File: config.mk
export PLATFORM = sky130hd
export DESIGN_NAME = com_adc_capture
export DESIGN_NICKNAME = d
export VERILOG_FILES = /design/src/rtl/com_adc_pkg.sv /design/src/rtl/com_adc_wrptr.sv /design/src/rtl/com_adc_capture.sv
export SDC_FILE = /design/constraint.sdc
export NUM_CORES = 1
export LEC_CHECK = 0
export ABC_AREA = 1
export BUFFER_PORTS_ARGS = -buffer_cell sky130_fd_sc_hd__buf_2
export CORE_MARGIN = 4
export CORE_UTILIZATION = 40
export CTS_CLUSTER_SIZE = 20
export DETAILED_ROUTE_END_ITERATION = 10
export MAX_ROUTING_LAYER = met4
export PLACE_DENSITY = 0.68
export SKIP_CTS_REPAIR_TIMING = 1
export SYNTH_ARGS = -nofsm -noshare
export SYNTH_HDL_FRONTEND = slang
export SYNTH_SLANG_ARGS = --single-unit
export TNS_END_PERCENT = 10
File: constraint.sdc
create_clock -name clock -period 4 [get_ports clock]
set_input_delay 0.2 -clock clock [delete_from_list [all_inputs] [get_ports clock]]
set_output_delay 0.2 -clock clock [all_outputs]
set_load 0.05 [all_outputs]
File: src/rtl/com_adc_pkg.sv
`default_nettype none
// ============================================================================
// Module   : com_adc_pkg
// Purpose  : Shared widths, the capture FSM state encoding and the trigger
//            mark bit position for the communications ADC capture front end.
// Revision : 1.0  initial release
// ============================================================================
package com_adc_pkg;

  localparam int ADC_W    = 10;
  localparam int ADDR_W   = 9;
  localparam int DATA_W   = 16;
  localparam int DEPTH    = 2 ** ADDR_W;
  localparam int MARK_BIT = 15;

  typedef enum logic [2:0] {
    ST_IDLE  = 3'd0,
    ST_PRE   = 3'd1,
    ST_ARMED = 3'd2,
    ST_POST  = 3'd3,
    ST_DONE  = 3'd4
  } state_t;

endpackage
`default_nettype wire

File: src/rtl/com_adc_wrptr.sv
`default_nettype none
// ============================================================================
// Module   : com_adc_wrptr
// Purpose  : Circular write pointer for the sample memory. Clear wins over
//            increment; the pointer wraps from DEPTH-1 back to 0.
// Revision : 1.0  initial release
// ============================================================================
module com_adc_wrptr #(
  parameter int ADDR_W = 9,
  parameter int DEPTH  = 512
) (
  input  logic              clock,
  input  logic              reset_n,
  input  logic              i_clr,
  input  logic              i_inc,
  output logic [ADDR_W-1:0] o_ptr
);

  localparam logic [ADDR_W-1:0] C_LAST = ADDR_W'(DEPTH - 1);

  logic [ADDR_W-1:0] ptr_d;
  logic [ADDR_W-1:0] ptr_q;

  // Next pointer: clear to the ring origin, or step with wrap at the last slot.
  always_comb begin
    ptr_d = ptr_q;
    if (i_clr) begin
      ptr_d = '0;
    end else if (i_inc) begin
      ptr_d = (ptr_q == C_LAST) ? '0 : ptr_q + 1'b1;
    end
  end

  // Pointer register.
  always_ff @(posedge clock or negedge reset_n) begin
    if (!reset_n) begin
      ptr_q <= '0;
    end else begin
      ptr_q <= ptr_d;
    end
  end

  assign o_ptr = ptr_q;

endmodule
`default_nettype wire

File: src/rtl/com_adc_capture.sv
`default_nettype none
// ============================================================================
// Module   : com_adc_capture
// Purpose  : ADC acquisition front end. Writes samples circularly into the
//            512x16 sample memory, keeps a programmable pre-trigger history,
//            marks the trigger sample and stops after a full ring around it.
//            Reports the oldest-sample and trigger addresses for readout.
// Revision : 1.0  initial release
// ============================================================================
module com_adc_capture
  import com_adc_pkg::*;
#(
  parameter int ADC_W  = com_adc_pkg::ADC_W,
  parameter int ADDR_W = com_adc_pkg::ADDR_W,
  parameter int DATA_W = com_adc_pkg::DATA_W
) (
  input  logic              clock,
  input  logic              reset_n,
  input  logic [ADC_W-1:0]  adc_data,
  input  logic              adc_valid,
  input  logic              arm,
  input  logic              abort,
  input  logic              trig,
  input  logic [ADDR_W-1:0] pre_len,
  output logic [DATA_W-1:0] data,
  output logic [ADDR_W-1:0] wraddress,
  output logic              wren,
  output logic              busy,
  output logic              done,
  output logic [ADDR_W-1:0] start_addr,
  output logic [ADDR_W-1:0] trig_addr
);

  localparam int                DEPTH_L = 2 ** ADDR_W;
  localparam logic [ADDR_W-1:0] C_LAST  = ADDR_W'(DEPTH_L - 1);
  localparam logic [ADDR_W-1:0] C_ONE   = ADDR_W'(1);

  state_t            state_d,      state_q;
  logic [ADDR_W-1:0] pre_d,        pre_q;
  logic [ADDR_W-1:0] cnt_d,        cnt_q;
  logic [ADDR_W-1:0] post_d,       post_q;
  logic [ADDR_W-1:0] trig_addr_d,  trig_addr_q;
  logic [ADDR_W-1:0] start_addr_d, start_addr_q;
  logic [ADDR_W-1:0] wraddress_d,  wraddress_q;
  logic [DATA_W-1:0] data_d,       data_q;
  logic              trig_pend_d,  trig_pend_q;
  logic              done_d,       done_q;
  logic              busy_d,       busy_q;
  logic              wren_d,       wren_q;

  logic              write;
  logic              mark;
  logic              ptr_clr;
  logic              ptr_inc;
  logic [ADDR_W-1:0] ptr;

  com_adc_wrptr #(
    .ADDR_W (ADDR_W),
    .DEPTH  (DEPTH_L)
  ) u_wrptr (
    .clock   (clock),
    .reset_n (reset_n),
    .i_clr   (ptr_clr),
    .i_inc   (ptr_inc),
    .o_ptr   (ptr)
  );

  // Capture control: abort beats arm, arm beats all per-state sample handling.
  always_comb begin
    state_d      = state_q;
    pre_d        = pre_q;
    cnt_d        = cnt_q;
    post_d       = post_q;
    trig_addr_d  = trig_addr_q;
    start_addr_d = start_addr_q;
    trig_pend_d  = trig_pend_q;
    done_d       = done_q;
    wraddress_d  = wraddress_q;
    data_d       = data_q;
    wren_d       = 1'b0;
    write        = 1'b0;
    mark         = 1'b0;
    ptr_clr      = 1'b0;
    ptr_inc      = 1'b0;

    if (abort) begin
      state_d     = ST_IDLE;
      trig_pend_d = 1'b0;
    end else if (arm) begin
      ptr_clr     = 1'b1;
      pre_d       = pre_len;
      cnt_d       = '0;
      done_d      = 1'b0;
      trig_pend_d = 1'b0;
      state_d     = (pre_len == '0) ? ST_ARMED : ST_PRE;
    end else begin
      case (state_q)
        ST_PRE: begin
          if (adc_valid) begin
            write = 1'b1;
            cnt_d = cnt_q + 1'b1;
            if (cnt_d == pre_q) begin
              state_d = ST_ARMED;
            end
          end
        end
        ST_ARMED: begin
          if (trig) begin
            trig_pend_d = 1'b1;
          end
          if (adc_valid) begin
            write = 1'b1;
            if (trig_pend_q || trig) begin
              mark        = 1'b1;
              trig_pend_d = 1'b0;
              trig_addr_d = ptr;
              post_d      = C_LAST - pre_q;
              if (pre_q == C_LAST) begin
                // No post-trigger samples: the trigger write closes the ring.
                state_d      = ST_DONE;
                done_d       = 1'b1;
                start_addr_d = ptr - pre_q;
              end else begin
                state_d = ST_POST;
              end
            end
          end
        end
        ST_POST: begin
          if (adc_valid) begin
            write  = 1'b1;
            post_d = post_q - 1'b1;
            if (post_q == C_ONE) begin
              state_d      = ST_DONE;
              done_d       = 1'b1;
              start_addr_d = trig_addr_q - pre_q;
            end
          end
        end
        default: begin
        end
      endcase
    end

    if (write) begin
      ptr_inc             = 1'b1;
      wren_d              = 1'b1;
      wraddress_d         = ptr;
      data_d              = '0;
      data_d[ADC_W-1:0]   = adc_data;
      data_d[MARK_BIT]    = mark;
    end

    busy_d = (state_d == ST_PRE) || (state_d == ST_ARMED) || (state_d == ST_POST);
  end

  // State and registered outputs; reset drops wren immediately.
  always_ff @(posedge clock or negedge reset_n) begin
    if (!reset_n) begin
      state_q      <= ST_IDLE;
      pre_q        <= '0;
      cnt_q        <= '0;
      post_q       <= '0;
      trig_addr_q  <= '0;
      start_addr_q <= '0;
      trig_pend_q  <= 1'b0;
      done_q       <= 1'b0;
      busy_q       <= 1'b0;
      wren_q       <= 1'b0;
      wraddress_q  <= '0;
      data_q       <= '0;
    end else begin
      state_q      <= state_d;
      pre_q        <= pre_d;
      cnt_q        <= cnt_d;
      post_q       <= post_d;
      trig_addr_q  <= trig_addr_d;
      start_addr_q <= start_addr_d;
      trig_pend_q  <= trig_pend_d;
      done_q       <= done_d;
      busy_q       <= busy_d;
      wren_q       <= wren_d;
      wraddress_q  <= wraddress_d;
      data_q       <= data_d;
    end
  end

  assign data       = data_q;
  assign wraddress  = wraddress_q;
  assign wren       = wren_q;
  assign busy       = busy_q;
  assign done       = done_q;
  assign start_addr = start_addr_q;
  assign trig_addr  = trig_addr_q;

endmodule
`default_nettype wire
==> impl_results.md, run 1 <==
- Pwr Density: 478 nW/um2
- Status: finished clean
- Hold Crit Start: adc_data[7]
- Layout Nets: 659
- Placement row count: 37
- N_diodes: 0
- Vias: 3915
- Placed cells: 744
- First-pass GRT wire length: 18.6 mm
- Sequential-to-total area share from yosys stat: 0.464
- Clk_skew: 0.0148 ns
- Post-synth EDFFs: 0
- Post-Syn Area: 4360 um2
- Final instance area: 4980 um2
- Top_reg_cell synth: dfrtp_1
- Main combinational cell family by area after synthesis: simple AND/OR/NAND/NOR gates
- Worst Hold Path EP: data[7]$_DFFE_PN0P_
- FMAX: 354 MHz
- Synth Area in Compound Gates: 0.139
- CTS tree: yes
- Hold depth: 3
- FF-to-FF Start: state_q[1]$_DFF_PN0_
- Most common library cells after synthesis: nand2_1, dfrtp_1, inv_1
- Layout Area Growth over Synthesis: 14.0%
- Global router's overall resource usage: 0.187
- Tightest hold margin: 0.0257 ns
- Max Cap Viol: 0
- Worst-path fanout max: 30
- Port bufs: 65
- Worst EP required: 4.29 ns
- Largest area contributor in the netlist: dfrtp_1
- H-tree depth: 3
- Top-count cell post-synth: nand2_1
- Final cell count without fillers: 761
- Post-Synth Simple-Gate Area: 0.246
- Initial antenna violation count: 0
- Vias in the first global route: 3799
- Top cells by area, synth: dfrtp_1, nand2_1, o21ai_0
- Sink Count: 81
- DR iter-0 viols: 227
- Mux contribution to synthesized area: 0
- Syn avg cell area: 7.88 um2
- Crit path launch type: register
- GRT overflow: 0
- Final Max Tran Viols: 0
- CP arrival: 3.12 ns
- DP HPWL: 8.50 mm
- DRC Markers: 0
- Peak supply drop: 0.414 mV
- RSZ-0062 raised after global routing: no
- Placed cell areas: 4790 um2
- Rel. slew slack: 0.524
- Ys async rst share: 1.00
- Final setup vio count: 0
- FF+latch count, synth: 81
- Final hold vios: 0
- Fin util: 0.476
- Vias per cell: 5.14
- DIE AREA: 12600 um2
- Netlist cell types: 39
- Layout cell share with drive strength beyond 1: 0.166
- Gpl congestion: 0.958
- Multi-input gate area: 1970 um2
- I/O pins: 71
- Crit. End Element: register
- Worst-case clock buffer depth: 2
- Synth warn: 0
- Post-Synth XOR/XNOR Area: 0.0201
- P_leak: 2.50 nW
- Fin Setup TNS: 0 ns
- Die Wd: 112 um
- Clock transition at path regs: 0.09 ns
- Synth top area share: 0.464
- Drt pass-1 iters: 5
- Die H: 112 um
- Slew @ Worst Pin: 0.712 ns
- Min Tclk post-route: 2.83 ns
- Pin count of the biggest net entering global routing: 51
- Area of the core: 10500 um2
- Total wire length: 11.1 mm
- Clock root buffer: clkbuf_8
- TritonCTS Buffers: 9
- Min-delay worst type: in2reg
- Fillers: 1071
- Final period utilization: 0.706
- Register area: 2030 um2
- Initial Util: 0.417
- R2R depth: 16
- Post-DR wirelength/cell: 14.6 um
- Synth Area in Adders: 0.0419
- Reg-to-reg endpoint: start_addr[7]$_DFFE_PN0P_
- Reg2Reg Setup Slack: 1.17 ns
- Clk Latency, worst-skew pair: 0.37 ns
- Antenna-violating nets left: 0
- Critical path class: reg2reg
- Cell count after synthesis: 554
## critical path: stages (launching register included)
cell and delay [ns]:
dfrtp_1 0.42, inv_2 0.07, nor2_4 0.15, inv_4 0.07
nor2_4 0.10, buf_4 0.27, o21ai_0 0.13, ha_1 0.35
a21oi_1 0.19, nand2_1 0.10, nand2_1 0.07, nand2_1 0.05
a21oi_1 0.20, nor2_1 0.06, o21ai_0 0.22, nand3_1 0.11
a31oi_1 0.19
## power breakdown
part / leakage [nW] / switching (W) / internal (W) / total (W)
clock network: 0.0864 / 0.000327 / 0.000229 / 0.000556
logic: 1.35 / 0.000584 / 0.000195 / 0.000779
registers: 1.06 / 0.0000896 / 0.000954 / 0.00104
## how the worst max path moves through the flow
stage,startpoint,endpoint,cells past startpoint
global route,state_q[1]$_DFF_PN0_,start_addr[7]$_DFFE_PN0P_,16
floorplan,state_q[1]$_DFF_PN0_,start_addr[8]$_DFFE_PN0P_,20
global placement,state_q[1]$_DFF_PN0_,start_addr[8]$_DFFE_PN0P_,17
detailed placement,state_q[1]$_DFF_PN0_,start_addr[8]$_DFFE_PN0P_,17
CTS,state_q[1]$_DFF_PN0_,start_addr[8]$_DFFE_PN0P_,17
finish,state_q[1]$_DFF_PN0_,start_addr[7]$_DFFE_PN0P_,16
## layout by cell type (no fill, tap or decap), types with 2 or more instances in the layout
cell        instances
nand2_1           147
dfrtp_1            81
inv_1              64
buf_2              64
o21ai_0            52
nand3_1            37
nor2_1             34
a21oi_1            25
o21ai_1            16
ha_1               13
clkbuf_8            9
inv_2               8
o22ai_1             8
xor2_1              7
nor3_1              5
conb_1              5
nand4_1             4
nor4_1              4
buf_4               4
nor2_4              3
nor2_2              3
a31oi_1             3
xnor2_1             3
inv_6               3
or2_2               2
nor3_4              2
o211ai_1            2
clkinv_2            2
clkinvlp_4          2
## flip-flops by register name, indices dropped and copies added, names as in the netlist, 3 cells and up
register,cells
start_addr,9
data,11
post_q,9
trig_addr,9
wraddress,9
pre_q,9
cnt_q,9
state_q,3
u_wrptr.o_ptr,9
## per-stage QoR
step           power [W]  worst slack, ns
6_report         0.00238             1.17
5_1_grt          0.00252            0.872
4_1_cts          0.00240             1.22
3_5_place_dp     0.00184             1.25
3_3_place_gp     0.00182             1.37
2_1_floorplan    0.00162             1.42
## per-layer routing
layer	track usage	wire (um)	vias up
li1	-	-	1935
met1	0.240	4870	1834
met2	0.303	5280	130
met3	0.0388	742	16
met4	0.0489	209	0
met5	-	0	-
## layout make-up
| type | count | area share |
|---|---|---|
| flip-flops and latches | 81 | 0.407 |
| multi-input cells | 386 | 0.395 |
| repair buffers | 69 | 0.0724 |
| inverters | 73 | 0.0556 |
| well taps | 136 | 0.0342 |
| clock buffers | 9 | 0.0249 |
| clock inverters | 7 | 0.0103 |
## kinds of logic after synthesis
group,after synthesis
other,1
adders and majority gates,14
AOI/OAI and AO/OA,113
buffers and inverters,91
xor gates and xnor gates,10
and+or+nand+nor,244
DFF,81
(Power assumes the default switching activity.)
==> run 2: changes to the inputs <==
clock period = 2.6 ns   (was 4 ns; I/O delays follow)
==> impl_results.md, run 2 (same netlist as run 1, synthesis figures left out) <==
- Status: finished, violations left
- Failing checks: negative hold slack
- Peak supply drop: 0.487 mV
- Worst-path fanout max: 4
- Global router's overall resource usage: 0.190
- Pin count of the biggest net entering global routing: 82
- Die H: 112 um
- Fin Setup TNS: 0 ns
- Gpl congestion: 0.907
- TritonCTS Buffers: 9
- Final cell count without fillers: 785
- First-pass GRT wire length: 19.1 mm
- Vias per cell: 5.12
- Fin util: 0.505
- Area of the core: 10500 um2
- Clock root buffer: clkbuf_8
- Switch share: 0.391
- Total wire length: 11.6 mm
- RSZ-0062 raised after global routing: yes
- Worst-case clock buffer depth: 2
- Reg-to-reg endpoint: start_addr[8]$_DFFE_PN0P_
- Clk_skew: 0.00895 ns
- Pwr Density: 739 nW/um2
- CTS tree: yes
- Tightest hold margin: -0.0753 ns
- Initial Util: 0.417
- Final period utilization: 0.978
- Pint: 0.00238 W
- Initial antenna violation count: 0
- Post-DR wirelength/cell: 14.7 um
- Crit path launch type: register
- Max Cap Viol: 0
- Combinational Power Share: 0.318
- DP HPWL: 8.48 mm
- Final Max Tran Viols: 0
- Die Wd: 112 um
- DRC Markers: 0
- P_leak: 2.64 nW
- H-tree depth: 3
- Clock power frac: 0.271
- Flop pwr share: 0.411
- Worst EP required: 2.90 ns
- Most frequent cells in the layout: nand2_1, dfrtp_1, buf_2
- Crit path setup slack, layout: 0.0563 ns
- Most Frequent Cell on Critical Path: nand2_2
- DR iter-0 viols: 234
- Setup WS pre-CTS: 0.000179 ns
- Min-delay worst type: in2async
- Reg2Reg Setup Slack: 0.06 ns
- GRT overflow: 0
- Commonest non-fill, non-tap cell in the layout: nand2_1
- Slew @ Worst Pin: 1.04 ns
- Sw Pwr: 0.00153 W
- R2R depth: 18
- FMAX: 393 MHz
- Rel. slew slack: 0.305
- I/O pins: 71
- Vias in the first global route: 4027
- Crit-path cells: nor2_4, inv_4, nor2_4, inv_2, o21ai_2, ha_2, inv_2, fa_2, nand3_2, nand3_2, nand2_2, nand2_2, a21oi_2, or2_4, nand2_2, nand2_2, nand3b_1, a31oi_1
- Antenna-violating nets left: 0
- Crit. End Element: register
- Final hold vios: 81
- CP arrival: 2.84 ns
- FF-to-FF Start: state_q[2]$_DFF_PN0_
- Layout cell share with drive strength beyond 1: 0.199
- Sink Count: 81
- Clk Latency, worst-skew pair: 0.37 ns
- Layout Nets: 683
- Critical path class: reg2reg
- Port bufs: 65
- Critical-path top delay cell: dfrtp_1
- Min Tclk post-route: 2.54 ns
- Placement row count: 37
- Placed cells: 751
- Drt pass-1 iters: 5
- Layout Area Growth over Synthesis: 21.1%
- Biggest cell delay along the critical path: 0.42 ns
- Final setup vio count: 0
- Clock transition at path regs: 0.09 ns
- DIE AREA: 12600 um2
- N_diodes: 0
- Max reg flops: 11
- Vias: 4023
[run 2: worst max-delay path: cells and delay by family, from the launching register on]
| kind | cells | cell delay (ns) |
|---|---|---|
| DFF | 1 | 0.42 |
| AOI/OAI and AO/OA | 3 | 0.45 |
| adders and majority gates | 2 | 0.54 |
| and+or+nand+nor | 10 | 0.89 |
| buffers and inverters | 3 | 0.17 |
[run 2: metrics by stage]
stage	total power (W)	area (um2)
6_report	0.00390	5280
5_1_grt	0.00413	5280
4_1_cts	0.00389	5070
3_5_place_dp	0.00283	4840
3_3_place_gp	0.00281	4840
2_1_floorplan	0.00250	4380
[run 2: area by class of cell]
type | instances | area (um2)
flip-flops and latches | 81 | 2030
well taps | 136 | 170
inverters | 73 | 277
repair buffers | 93 | 572
clock buffers | 11 | 141
clock inverters | 5 | 86.3
multi-input cells | 386 | 2010
fillers | 1018 | 5180
[run 2: how the worst max path moves through the flow]
stage                                end                 start  cells past startpoint  slack [ns]
2_1_floorplan  start_addr[8]$_DFFE_PN0P_  state_q[1]$_DFF_PN0_                     20        0.02
3_3_place_gp   start_addr[8]$_DFFE_PN0P_  state_q[2]$_DFF_PN0_                     18        0.11
3_5_place_dp   start_addr[8]$_DFFE_PN0P_  state_q[2]$_DFF_PN0_                     18      0.0002
4_1_cts        start_addr[8]$_DFFE_PN0P_  state_q[2]$_DFF_PN0_                     18       -0.03
5_1_grt        start_addr[8]$_DFFE_PN0P_  state_q[1]$_DFF_PN0_                     20       -0.12
6_report       start_addr[8]$_DFFE_PN0P_  state_q[2]$_DFF_PN0_                     18        0.06
[run 2: routing by layer]
metal,global-route usage,part of all wire,vias up
met5,-,0,-
li1,-,-,1979
met4,0.0569,0.021,0
met3,0.0453,0.063,24
met2,0.309,0.48,125
met1,0.237,0.44,1895
[run 2: power groups by stage]
| stage | sequential, W | clock (W) | combinational [W] |
|---|---|---|---|
| final | 0.00160 | 0.00106 | 0.00124 |
| after CTS | 0.00161 | 0.00108 | 0.00120 |
| after detailed placement | 0.00163 | 0 | 0.00120 |
| after global routing | 0.00164 | 0.00113 | 0.00136 |
| after global placement | 0.00162 | 0 | 0.00119 |
| after floorplan | 0.00206 | 0 | 0.000438 |
==> run 3: changes to the inputs <==
SKIP_CTS_REPAIR_TIMING = not set   (was 1)
SYNTH_HIERARCHICAL = 1   (was not set)
==> impl_results.md, run 3 <==
- Most common library cells after synthesis: nand2_1, dfrtp_1, inv_1
- First-pass GRT wire length: 19.8 mm
- Layout cell share with drive strength beyond 1: 0.218
- Max Cap Viol: 0
- Worst-path fanout max: 5
- Final Max Tran Viols: 0
- Slew @ Worst Pin: 1.02 ns
- Crit. End Element: register
- Fin util: 0.503
- Critical-path top delay cell: dfrtp_1
- Final period utilization: 1.00
- FF+latch count, synth: 81
- Syn avg cell area: 7.72 um2
- Port bufs: 65
- Post-synth EDFFs: 0
- Final hold vios: 74
- DP HPWL: 8.69 mm
- Initial antenna violation count: 0
- Sequential-to-total area share from yosys stat: 0.451
- Die Wd: 114 um
- Layout Area Growth over Synthesis: 22.3%
- I/O pins: 71
- Fillers: 1065
- Post-Syn Area: 4500 um2
- Crit path setup slack, layout: -0.00977 ns
- Synth warn: 6
- Netlist cell types: 43
- DRC Markers: 0
- Clock transition at path regs: 0.07 ns
- Drt pass-1 iters: 5
- Crit path launch type: register
- Commonest non-fill, non-tap cell in the layout: nand2_1
- R2R depth: 19
- CTS tree: yes
- Vias per cell: 5.07
- Largest area contributor in the netlist: dfrtp_1
- Cell count after synthesis: 583
- Vias in the first global route: 4136
- DIE AREA: 13000 um2
- Crit-path cells: nor2_4, inv_4, nor2_8, inv_4, o21ai_2, ha_2, inv_2, fa_2, nand3_2, nand3_2, nand2_1, nand2_1, a21oi_2, or2_4, nand2_2, a21oi_2, nand2_1, nand3_1, nand2_1
- N_diodes: 0
- Top-count cell post-synth: nand2_1
- Clk Latency, worst-skew pair: 0.35 ns
- Pin count of the biggest net entering global routing: 82
- Placement row count: 38
- Final instance area: 5500 um2
- Status: finished, violations left
- Rel. slew slack: 0.318
- Clk_skew: 0.00949 ns
- H-tree depth: 3
- Antenna-violating nets left: 0
- Synth top area share: 0.451
- Min-delay worst type: in2async
- Placed cell areas: 5000 um2
- Sink Count: 81
- Peak supply drop: 0.574 mV
- Biggest cell delay along the critical path: 0.42 ns
- P_leak: 2.82 nW
- Initial Util: 0.411
- GRT overflow: 0
- CP arrival: 2.85 ns
- Register area: 2030 um2
- Area of the core: 10900 um2
- Post-DR wirelength/cell: 14.3 um
- Multi-input gate area: 2120 um2
- Vias: 4150
- RSZ-0062 raised after global routing: yes
- TritonCTS Buffers: 9
- Clock root buffer: clkbuf_16
- DR iter-0 viols: 215
- Most Frequent Cell on Critical Path: nand2_1
- Pwr Density: 824 nW/um2
- Tightest hold margin: -0.0601 ns
- Worst-case clock buffer depth: 2
- Top cells by area, synth: dfrtp_1, nand2_1, inv_1
- Critical path class: reg2reg
- FMAX: 383 MHz
- Tot Pwr: 0.00453 W
- Failing checks: negative hold slack, negative setup slack
- Global router's overall resource usage: 0.197
- Total wire length: 11.7 mm
- Most frequent cells in the layout: nand2_1, dfrtp_1, inv_1, buf_2, o21ai_0
- Max reg flops: 11
- Gpl congestion: 0.890
- Worst EP required: 2.84 ns
- Layout Nets: 713
- Min Tclk post-route: 2.61 ns
- Ys async rst share: 1.00
- Top_reg_cell synth: dfrtp_1
- Final setup vio count: 1
- Die H: 114 um
==> run 3: cell types whose count changed after synthesis, moves of 4 or more <==
cell and change:
nor2_2 +4, nand3_1 +4, a21oi_1 -4, nand2_1 +26, inv_2 +5, o21ai_2 +4, o21ai_0 -9
==> run 3: logic make-up (layout without fill, tap and decap cells) <==
group / Yosys count / in the layout / synth area share
compound gates: 101 / 101 / 0.124
xor+xnor: 9 / 9 / 0.0175
fa+ha+maj: 14 / 14 / 0.0406
buf+inv: 98 / 190 / 0.0912
flops: 81 / 81 / 0.451
other cells: 1 / 5 / 0.000834
simple gates: 279 / 279 / 0.275
==> run 3: worst paths after layout <==
kind,from,end,slack [ns]
worst max-delay path,state_q[2]$_DFF_PN0_,start_addr[8]$_DFFE_PN0P_,-0.01
worst min-delay path,reset_n,cnt_q[1]$_DFFE_PN0P_,-0.06
worst max register to register,state_q[2]$_DFF_PN0_,start_addr[8]$_DFFE_PN0P_,-0.01
worst min register to register,data[15]$_DFFE_PN0P_,data[15]$_DFFE_PN0P_,0.47
max in group asynchronous,reset_n,data[8]$_DFFE_PN0P_,1.99
min in group clock,pre_len[2],pre_q[2]$_DFFE_PN0P_,0.01
==> run 3: through the flow <==
step,setup WS (ns),hold WS [ns],instances,TNS [ns]
after floorplan,-0.0323,-0.166,587,-0.0323
after global placement,0.104,0.330,784,0
after detailed placement,-0.0388,0.336,784,-0.0507
after CTS,-0.00818,0.000494,811,-0.00818
after global routing,-0.201,0.0419,819,-0.341
final,-0.00977,-0.0601,819,-0.00977
==> run 3: area by class of cell <==
type / count / area share
multi-input combinational: 408 / 0.385
sequential: 81 / 0.369
timing repair buffer: 93 / 0.102
inverter: 81 / 0.0567
clock buffer: 10 / 0.0416
tap: 140 / 0.0319
clock inverter: 6 / 0.0139
==> run 3: critical path: cells and delay by family (launching register included) <==
family                   cells  cell delay, ns
flip-flops                   1            0.42
buffers and inverters        3            0.15
adder cells (fa/ha/maj)      2            0.54
AO/OA/AOI/OAI                3            0.43
AND/OR/NAND/NOR             11            0.95
==> run 3: timing repair <==
action / 4_1_cts / 5_1_grt
pin swaps: 1 / 10
setup buffers: 1 / 8
hold buffers: 10 / 0
resized for setup: 3 / 8
setup endpoints to repair: 2 / 3
hold endpoints to repair: 10 / 0
==> run 3: routing by layer <==
layer	wire (um)	GRT usage	vias up
li1	-	-	2045
met3	713	0.0446	26
met1	5120	0.253	1947
met5	0	-	-
met4	291	0.0681	0
met2	5590	0.309	132
==> run 3: power by group <==
| part | internal [W] | total, W | switching [W] |
|---|---|---|---|
| registers | 0.00151 | 0.00169 | 0.000173 |
| logic | 0.000420 | 0.00152 | 0.00110 |
| clock network | 0.000760 | 0.00132 | 0.000565 |
| total | 0.00269 | 0.00453 | 0.00184 |
